<file path="src/rtl/riscv_pkg.sv">
// Shared RV32M definitions for the iterative multiply/divide unit.
//   muldiv_op_t    : funct3 encoding of the M-extension operations
//   muldiv_state_t : control FSM states of muldiv_unit
//   op_a_signed / op_b_signed : operand signedness per operation
package riscv_pkg;

  typedef enum logic [2:0] {
    OP_MUL    = 3'b000,
    OP_MULH   = 3'b001,
    OP_MULHSU = 3'b010,
    OP_MULHU  = 3'b011,
    OP_DIV    = 3'b100,
    OP_DIVU   = 3'b101,
    OP_REM    = 3'b110,
    OP_REMU   = 3'b111
  } muldiv_op_t;

  typedef enum logic [1:0] {
    ST_IDLE = 2'd0,
    ST_CALC = 2'd1,
    ST_FIX  = 2'd2,
    ST_DONE = 2'd3
  } muldiv_state_t;

  // MUL only keeps the low half, which is sign-agnostic, so it runs unsigned.
  function automatic logic op_a_signed(input muldiv_op_t op);
    return op inside {OP_MULH, OP_MULHSU, OP_DIV, OP_REM};
  endfunction

  function automatic logic op_b_signed(input muldiv_op_t op);
    return op inside {OP_MULH, OP_DIV, OP_REM};
  endfunction

endpackage

</file>
<file path="src/rtl/muldiv_unit.sv">
// Iterative RV32M multiply/divide unit with valid/ready handshakes.
// A single 2*XLEN shift register and one XLEN+1 adder/subtractor serve both
// shift-add multiply and restoring divide on operand magnitudes; signs are
// restored in FIX. Divide-by-zero and signed overflow bypass the datapath.
//   clk, rst (sync, active-high), flush (abandon in-flight op)
//   in_valid/in_ready, in_op (funct3), in_a, in_b, in_tag : request
//   out_valid/out_ready, out_result, out_tag              : response
//
// state | meaning
// IDLE  | waiting for a request, in_ready high
// CALC  | XLEN shift-add / restoring-divide iterations
// FIX   | apply result sign, select high/low half or quotient/remainder
// DONE  | result held on out_* until out_ready
module muldiv_unit
  import riscv_pkg::*;
#(
  parameter int XLEN  = 32,
  parameter int TAG_W = 5
) (
  input  logic             clk,
  input  logic             rst,
  input  logic             flush,
  input  logic             in_valid,
  output logic             in_ready,
  input  logic [2:0]       in_op,
  input  logic [XLEN-1:0]  in_a,
  input  logic [XLEN-1:0]  in_b,
  input  logic [TAG_W-1:0] in_tag,
  output logic             out_valid,
  input  logic             out_ready,
  output logic [XLEN-1:0]  out_result,
  output logic [TAG_W-1:0] out_tag
);

  localparam int CNT_W = $clog2(XLEN);
  localparam logic [CNT_W-1:0] CNT_LAST = CNT_W'(XLEN - 1);

  muldiv_state_t     r_state;
  muldiv_op_t        r_op;
  logic [CNT_W-1:0]  r_cnt;
  logic [TAG_W-1:0]  r_tag;
  logic              r_neg;
  logic [2*XLEN-1:0] r_shreg;
  logic [XLEN-1:0]   r_b;
  logic [XLEN-1:0]   r_result;

  // Returns {hit, result}: hit when the op completes without iterating.
  function automatic logic [XLEN:0] special_case(input muldiv_op_t op,
                                                 input logic [XLEN-1:0] a,
                                                 input logic [XLEN-1:0] b);
    logic is_div;
    logic is_rem;
    logic is_signed;
    logic [XLEN:0] res;
    is_div    = op[2];
    is_rem    = op[1];
    is_signed = ~op[0];
    res       = '0;
    if (is_div && (b == '0)) begin
      res = {1'b1, (is_rem ? a : {XLEN{1'b1}})};
    end else if (is_div && is_signed && (a == {1'b1, {(XLEN-1){1'b0}}}) &&
                 (b == {XLEN{1'b1}})) begin
      res = {1'b1, (is_rem ? {XLEN{1'b0}} : a)};
    end
    return res;
  endfunction

  muldiv_op_t        w_op;
  logic [XLEN:0]     w_special;
  logic              w_a_neg;
  logic              w_b_neg;
  logic [XLEN-1:0]   w_a_mag;
  logic [XLEN-1:0]   w_b_mag;
  logic              w_neg_res;
  logic              w_div;
  logic [XLEN:0]     w_add_a;
  logic [XLEN:0]     w_add_b;
  logic [XLEN:0]     w_sum;
  logic              w_ge;
  logic [2*XLEN-1:0] w_shreg_next;
  logic [2*XLEN-1:0] w_prod;
  logic [XLEN-1:0]   w_dval;
  logic [XLEN-1:0]   w_dfix;
  logic [XLEN-1:0]   w_fix_res;

  always_comb begin
    w_op      = muldiv_op_t'(in_op);
    w_special = special_case(w_op, in_a, in_b);
    w_a_neg   = op_a_signed(w_op) & in_a[XLEN-1];
    w_b_neg   = op_b_signed(w_op) & in_b[XLEN-1];
    // The most-negative value negates to itself, which is its correct magnitude unsigned.
    w_a_mag   = w_a_neg ? (~in_a + XLEN'(1)) : in_a;
    w_b_mag   = w_b_neg ? (~in_b + XLEN'(1)) : in_b;
    // Remainder takes the dividend's sign; products and quotients the XOR.
    w_neg_res = (w_op[2] && w_op[1]) ? w_a_neg : (w_a_neg ^ w_b_neg);
  end

  // Shared adder: multiply adds the multiplicand into the high half when the
  // current multiplier bit is set; divide trial-subtracts the divisor from the
  // left-shifted partial remainder (XLEN+1 bits so the borrow is visible).
  always_comb begin
    w_div   = r_op[2];
    w_add_a = w_div ? r_shreg[2*XLEN-1:XLEN-1] : {1'b0, r_shreg[2*XLEN-1:XLEN]};
    if (w_div) begin
      w_add_b = ~{1'b0, r_b};
    end else begin
      w_add_b = r_shreg[0] ? {1'b0, r_b} : '0;
    end
    w_sum = w_add_a + w_add_b + {{XLEN{1'b0}}, w_div};
    w_ge  = ~w_sum[XLEN];
    if (w_div) begin
      w_shreg_next = {(w_ge ? w_sum[XLEN-1:0] : r_shreg[2*XLEN-2:XLEN-1]),
                      r_shreg[XLEN-2:0], w_ge};
    end else begin
      w_shreg_next = {w_sum, r_shreg[XLEN-1:1]};
    end
  end

  always_comb begin
    w_prod    = r_neg ? (~r_shreg + (2*XLEN)'(1)) : r_shreg;
    w_dval    = r_op[1] ? r_shreg[2*XLEN-1:XLEN] : r_shreg[XLEN-1:0];
    w_dfix    = r_neg ? (~w_dval + XLEN'(1)) : w_dval;
    if (r_op[2]) begin
      w_fix_res = w_dfix;
    end else if (r_op[1:0] == 2'b00) begin
      w_fix_res = w_prod[XLEN-1:0];
    end else begin
      w_fix_res = w_prod[2*XLEN-1:XLEN];
    end
  end

  always_ff @(posedge clk) begin
    if (rst) begin
      r_state  <= ST_IDLE;
      r_op     <= OP_MUL;
      r_cnt    <= '0;
      r_tag    <= '0;
      r_neg    <= 1'b0;
      r_shreg  <= '0;
      r_b      <= '0;
      r_result <= '0;
    end else if (flush) begin
      r_state <= ST_IDLE;
      r_cnt   <= '0;
    end else begin
      case (r_state)
        ST_IDLE: begin
          if (in_valid) begin
            r_op  <= w_op;
            r_tag <= in_tag;
            r_neg <= w_neg_res;
            r_cnt <= '0;
            if (w_special[XLEN]) begin
              r_result <= w_special[XLEN-1:0];
              r_state  <= ST_DONE;
            end else begin
              r_shreg <= {{XLEN{1'b0}}, w_a_mag};
              r_b     <= w_b_mag;
              r_state <= ST_CALC;
            end
          end
        end
        ST_CALC: begin
          r_shreg <= w_shreg_next;
          if (r_cnt == CNT_LAST) begin
            r_cnt   <= '0;
            r_state <= ST_FIX;
          end else begin
            r_cnt <= r_cnt + CNT_W'(1);
          end
        end
        ST_FIX: begin
          r_result <= w_fix_res;
          r_state  <= ST_DONE;
        end
        ST_DONE: begin
          if (out_ready) r_state <= ST_IDLE;
        end
        default: r_state <= ST_IDLE;
      endcase
    end
  end

  assign in_ready   = (r_state == ST_IDLE);
  assign out_valid  = (r_state == ST_DONE);
  assign out_result = r_result;
  assign out_tag    = r_tag;

endmodule
</file>
<file path="config.mk">
export PLATFORM = sky130hd
export DESIGN_NAME = muldiv_unit
export DESIGN_NICKNAME = d
export VERILOG_FILES = /design/src/rtl/riscv_pkg.sv /design/src/rtl/muldiv_unit.sv
export SDC_FILE = /design/constraint.sdc
export NUM_CORES = 1
export LEC_CHECK = 0
export CAP_MARGIN = 0
export CORE_MARGIN = 2
export CORE_UTILIZATION = 50
export CTS_CLUSTER_SIZE = 40
export DETAILED_ROUTE_END_ITERATION = 10
export GPL_ROUTABILITY_DRIVEN = 0
export PLACE_DENSITY = 0.78
export SETUP_SLACK_MARGIN = 0.4
export SYNTH_ARGS = -nofsm -noshare
export SYNTH_HDL_FRONTEND = slang
export SYNTH_SLANG_ARGS = --single-unit
</file>
<file path="constraint.sdc">
create_clock -name clk -period 5.8 [get_ports clk]
set_input_delay 1.16 -clock clk [delete_from_list [all_inputs] [get_ports clk]]
set_output_delay 1.16 -clock clk [all_outputs]
set_load 0.02 [all_outputs]
</file>
# Word-level counts from Yosys, hierarchy flattened
# Index checks and enable logic that the tools add are counted.
[totals] wordCells=92 output_inout_bits=39 reg_bits=144
[classes] add_sub_neg=7 bitwise=12 reduce_logical=19 muxes=31 n_eq_ne=15
[ops] op="$mux W32" count=12
[ops] op="$mux W64" count=4
[ops] op="$mux W33" count=4
[ops] op="$pmux W64 S2" count=1
[ops] op="$add A32 B1 Y32 const B" count=3
[ops] op="$not A32 Y32" count=3
[ops] op="$add A64 B1 Y64 const B" count=1
[ops] op="$eq A32 B32 Y1 const B" count=2
[ops] op="$not A64 Y64" count=1
[ops] op="$pmux W32 S2" count=1
[ops] op="$add A33 B1 Y33" count=1
[ops] op="$add A33 B33 Y33" count=1
[ops] op="$not A32 Y33" count=1
[ops] op="$logic_not A32 Y1" count=1
[ops] op="$reduce_and A4 Y1" count=3
[ops] op="$mux W5" count=2
[ops] op="$pmux W5 S2" count=1
[ops] op="$mux W2" count=4
[ops] op="$pmux W2 S4" count=1
[ops] op="$eq A3 B3 Y1 const B" count=2
[ops] op="$ne A2 B2 Y1 const B" count=3
[ops] op="$reduce_and A3 Y1" count=2
[ops] op="$add A5 B1 Y5 const B" count=1
[ops] op="$eq A5 B5 Y1 const B" count=1
[ops] op="other kinds (16)" count=28

# Logic depth before layout (Yosys ltp)
[logic_depth] word_depth=9 mapped_depth=18

# Worst setup path before layout
# Ideal clock, no wire load.
[synth_path] kind="register -> register" start="reg r_op[2]" end="reg r_shreg[58]" period_less_slack_ns=4.735 t_required_ns=5.714 setup_time_ns=0.086 arrival_time_ns=4.649 stages_incl_launch_ff=19 slack_ns=1.065 cell_sequence="dfxtp_1 > clkbuf_1 > clkbuf_1 > buf_1 > clkbuf_1 > nand2_1 > o21ai_0 > fa_1 > inv_1 > fa_1 > nand2b_1 > a21oi_1 > o21ai_0 > nand3b_1 > a21oi_1 > o31ai_1 > xor2_1 > mux2_2 > a221oi_2"
[synth_via] elab_chain_len=6
[synth_rtl] element="start: declaration" line_no="muldiv_unit.sv:39" text="muldiv_op_t r_op;"
[synth_rtl] element="start signal: assignment" line_no="muldiv_unit.sv:149" text="r_op <= w_op;"
[synth_rtl] element="$mux W33 (on tied branches)" line_no="muldiv_unit.sv:103, muldiv_unit.sv:104"
[synth_rtl] element="$add A33 B33 Y33" line_no="muldiv_unit.sv:109" text="w_sum = w_add_a + w_add_b + {{XLEN{1'b0}}, w_div};"
[synth_rtl] element="$add A33 B1 Y33" line_no="muldiv_unit.sv:109"
[synth_rtl] element="$mux W32" line_no="muldiv_unit.sv:112" text="w_shreg_next = {(w_ge ? w_sum[XLEN-1:0] : r_shreg[2*XLEN-2:XLEN-1]),"
[synth_rtl] element="$mux W64 (*)" line_no="muldiv_unit.sv:111" text="if (w_div) begin"
[synth_rtl] element="$pmux W64 S2 (*)" line_no="muldiv_unit.sv:146" text="case (r_state)"
[synth_rtl] element="end signal: assignment" line_no="muldiv_unit.sv:157" text="r_shreg <= {{XLEN{1'b0}}, w_a_mag};"
[synth_rtl] element="end signal: assignment" line_no="muldiv_unit.sv:164" text="r_shreg <= w_shreg_next;"
[synth_rtl] element="end: declaration" line_no="muldiv_unit.sv:43" text="logic [2*XLEN-1:0] r_shreg;"
# Mark *: on every way between the ends. The rest lies on a longest branch, timed or not.
# A chain may end at the register's enable or synchronous reset.

# Final worst setup path
# Ends and elaborated chain as after synthesis.

==> metrics.md <==
| Metric | Value |
|---|---|
| Post-synthesis register bit count | `144` |
| Worst-margin pin slew | `1280 ps` |
| Final setup fails | `0` |
| Vias in the first global route | `14181` |
| Max Slew Vio Count | `0` |
| Resized cells post-CTS | `0` |
| Endpoints failing hold | `0` |
| Unrepaired setup endpoints after global routing | `false` |
| CTS tree | `done` |
| Yosys cell types | `80` |
| Reg clk slew, reported paths | `70 ps` |
| Drt wl/cell | `20.4 um` |
| Initial antenna violation count | `0` |
| Remaining Overflow, GRT | `0` |
| Antenna-violating nets left | `0` |
| Arr. time, crit path | `5380 ps` |
| WP buf/inv | `2` |
| Setup TNS | `0 ps` |
| Layout Nets | `2098` |
| DP HPWL | `35000 um` |
| Layout fillers | `2566` |
| Area grow syn2layout | `11.8%` |
| Synth async-reset ratio | `0%` |
| MaxCap Viol Count | `0` |
| Syn_area_per_cell | `7.15 um2` |
| Clk Latency, worst-skew pair | `450 ps` |
| Place WS | `577 ps` |
| Pin count of the biggest net entering global routing | `69` |
| Slew headroom | `14.1%` |
| Port bufs | `115` |
| Mapped Cells | `2001` |
| Capturing point of the worst reg2reg path | `r_shreg[58]` |
| Power Density | `190 nW/um2` |
| Via/cell ratio | `6.66` |
| Post-synthesis mux area share | `9.34%` |
| Sw Share | `36.1%` |
| CP cell instances | `buf_4, nand2_1, o21ai_0, fa_1, inv_1, fa_1, nand2b_1, a21oi_1, o21ai_0, nand3b_1, a21oi_1, o31ai_1, xor2_1, mux2_2, a221oi_2` |
| Worst R2R Start | `r_op[2]` |
| Clk root buf | `clkbuf_16` |
| Clk network pwr share | `37.1%` |
| Static leakage | `0.00569 uW` |
| Hold depth | `2` |
| Io pins | `116` |
| EDFF count, synth | `0` |
| Fin crit share | `86.7%` |
| Synth Area in Simple Gates | `24.4%` |
| Int Pwr | `1950 uW` |
| Die area | `30000 um2` |
| First-pass GRT wire length | `76000 um` |
| Seq pwr share | `36.2%` |
| Largest family of logic cells by synthesized area | `compound AO/OA/AOI/OAI gates` |
| Critical path class | `reg2reg` |
| Post-synth net total | `2123` |
| Post-Synth XOR/XNOR Area | `8.82%` |
| Clk_skew | `12.6 ps` |
| Delay of the slowest cell on the worst path | `810 ps` |
| Final setup margin | `774 ps` |
| Hold_buf cts | `0` |
| Run status | `finished clean` |
| # rows | `61` |
| Post-synthesis adder-cell area fraction | `4.04%` |
| Total Routed Length | `48400 um` |
| Gr usage total | `30.7%` |
| Complex-gate fraction of the synthesized area | `27.3%` |
| Die W | `173 um` |
| # DRC | `0` |
| Setup bufs post-CTS | `0` |
| DR pass1 iterations | `7` |
| Top_reg_cell synth | `dfxtp_1` |
| Crit path to | `r_shreg[58]` |
| Crit path time final | `5030 ps` |
| Via Count | `15754` |
| Critical Path Start Type | `register` |
| # H-tree levels | `4` |
| Largest fanout on the critical path | `68` |
| CTS sink count | `144` |
| FF-to-FF setup slack | `770 ps` |
| Combinational share of power | `26.7%` |
| Slowest stage cell on the critical path | `buf_4` |
| Switching pwr | `1100 uW` |
| Fmax | `199 MHz` |
| VDD IR max | `164 uV` |
| Yosys warning count | `0` |
| Die height | `173 um` |
| ANT cells | `0` |
| Reg2reg path depth | `15` |
| CP endpoint kind | `register` |
| Register area share after synthesis | `20.2%` |
| Hold Crit Class | `reg2reg` |
| Crit path from | `r_op[2]` |
| Max clock buf depth | `2` |
| Layout cells sized above 1 | `7.19%` |
| Crit. path cell count | `15` |
| Initial Utilization | `51.1%` |
| Total CTS buffers | `17` |
| Family with the most delay on the worst path | `compound AO/OA/AOI/OAI gates` |
| DRT iter0 DRCs | `2046` |
| Synthesized area | `14300 um2` |
| Critical Path RT | `6160 ps` |
| Core ar. | `28000 um2` |
[power by group through the flow]
| stage | Sequential (uW) | Combinational, uW | Clock (uW) |
|---|---|---|---|
| 3_3_place_gp | 1120 | 772 | 0 |
| 2_1_floorplan | 1060 | 597 | 0 |
| 3_5_place_dp | 1120 | 786 | 0 |
| 4_1_cts | 1100 | 792 | 1120 |
| 5_1_grt | 1110 | 880 | 1170 |
| 6_report | 1100 | 815 | 1130 |
[through the flow]
step / total power (uW) / hold WS (ps) / cell area [um2] / cells / utilization [%]
floorplan: 1660 / 442 / 14300 / 2001 / -
global placement: 1890 / 442 / 15400 / 2335 / 55.0
detailed placement: 1910 / 448 / 15400 / 2335 / 55.0
CTS: 3010 / 455 / 16000 / 2367 / 57.1
global route: 3160 / 482 / 16000 / 2367 / 57.1
finish: 3050 / 454 / 16000 / 2367 / 57.1
[logic make-up (layout without fill, tap and decap cells)]
family | Yosys count | in the layout
adder cells (fa/ha/maj) | 45 | 45
flip-flops | 144 | 144
AND/OR/NAND/NOR | 726 | 726
XOR/XNOR | 144 | 144
buffers and inverters | 210 | 198
multiplexers | 129 | 129
AO/OA/AOI/OAI | 603 | 603
[cell usage after synthesis (23+ instances only)]
cell type    n  area, um2
nor2_1     202        758
nand2_1    195        732
o21ai_0    149        746
a21oi_1    148        741
clkbuf_1   147        552
dfxtp_1    144       2880
mux2i_1     93        931
nor3_1      75        375
xor2_1      74        648
xnor2_1     70        613
nand3_1     61        305
a211oi_1    51        383
ha_1        43        538
o211ai_1    43        323
mux2_2      36        405
nand4_1     24        150
a22oi_1     23        173
nor4_1      23        144
[worst min-delay path, cell delays in order, from the launching register on]
cell and delay (ps):
dfxtp_1 310, nand2_1 50, a21oi_1 50
[sequential cells by signal, summed over array words and instances (netlist names)]
name        cells
r_b            32
out_result     32
out_tag         5
r_cnt           5
r_op            3
r_state         2
r_shreg        64
r_neg           1
[layer usage]
| metal | vias to the layer above | GRT usage, % | part of all wire [%] |
|---|---|---|---|
| li1 | 7304 | - | - |
| met1 | 7279 | 39.3 | 40 |
| met2 | 945 | 49.6 | 45 |
| met3 | 226 | 6.73 | 9.8 |
| met4 | 0 | 13.7 | 4.9 |
| met5 | - | 0 | 0 |
[worst min path at each step]
| stage | start | endpoint | slack (ps) |
|---|---|---|---|
| 6_report | out_tag[4] | out_tag[4] | 450 |
| 5_1_grt | out_tag[4] | out_tag[4] | 480 |
| 4_1_cts | out_tag[0] | out_tag[0] | 450 |
| 3_5_place_dp | out_tag[0] | out_tag[0] | 450 |
| 3_3_place_gp | out_tag[4] | out_tag[4] | 440 |
| 2_1_floorplan | r_b[31] | r_b[31] | 440 |
[placed cells by master, fill, tap and decap left out, types with 61 or more instances in the layout]
cell type / instances
nor3_1: 75
nand2_1: 195
nor2_1: 199
a21oi_1: 148
dfxtp_1: 141
clkdlybuf4s50_1: 114
xnor2_1: 70
mux2i_1: 93
nand3_1: 61
xor2_1: 74
o21ai_0: 149
[area by class of cell]
cell class,instances,area (um2),area share (%)
Tap cell,378,473,2.96
Timing Repair Buffer,143,1370,8.57
Multi-Input combinational cell,1647,10600,66.3
Inverter,23,86.3,0.540
Clock buffer,21,482,3.01
Clock inverter,11,95.1,0.595
Sequential cell,144,2890,18.1
Note: power is estimated with default switching activity, not from simulation.
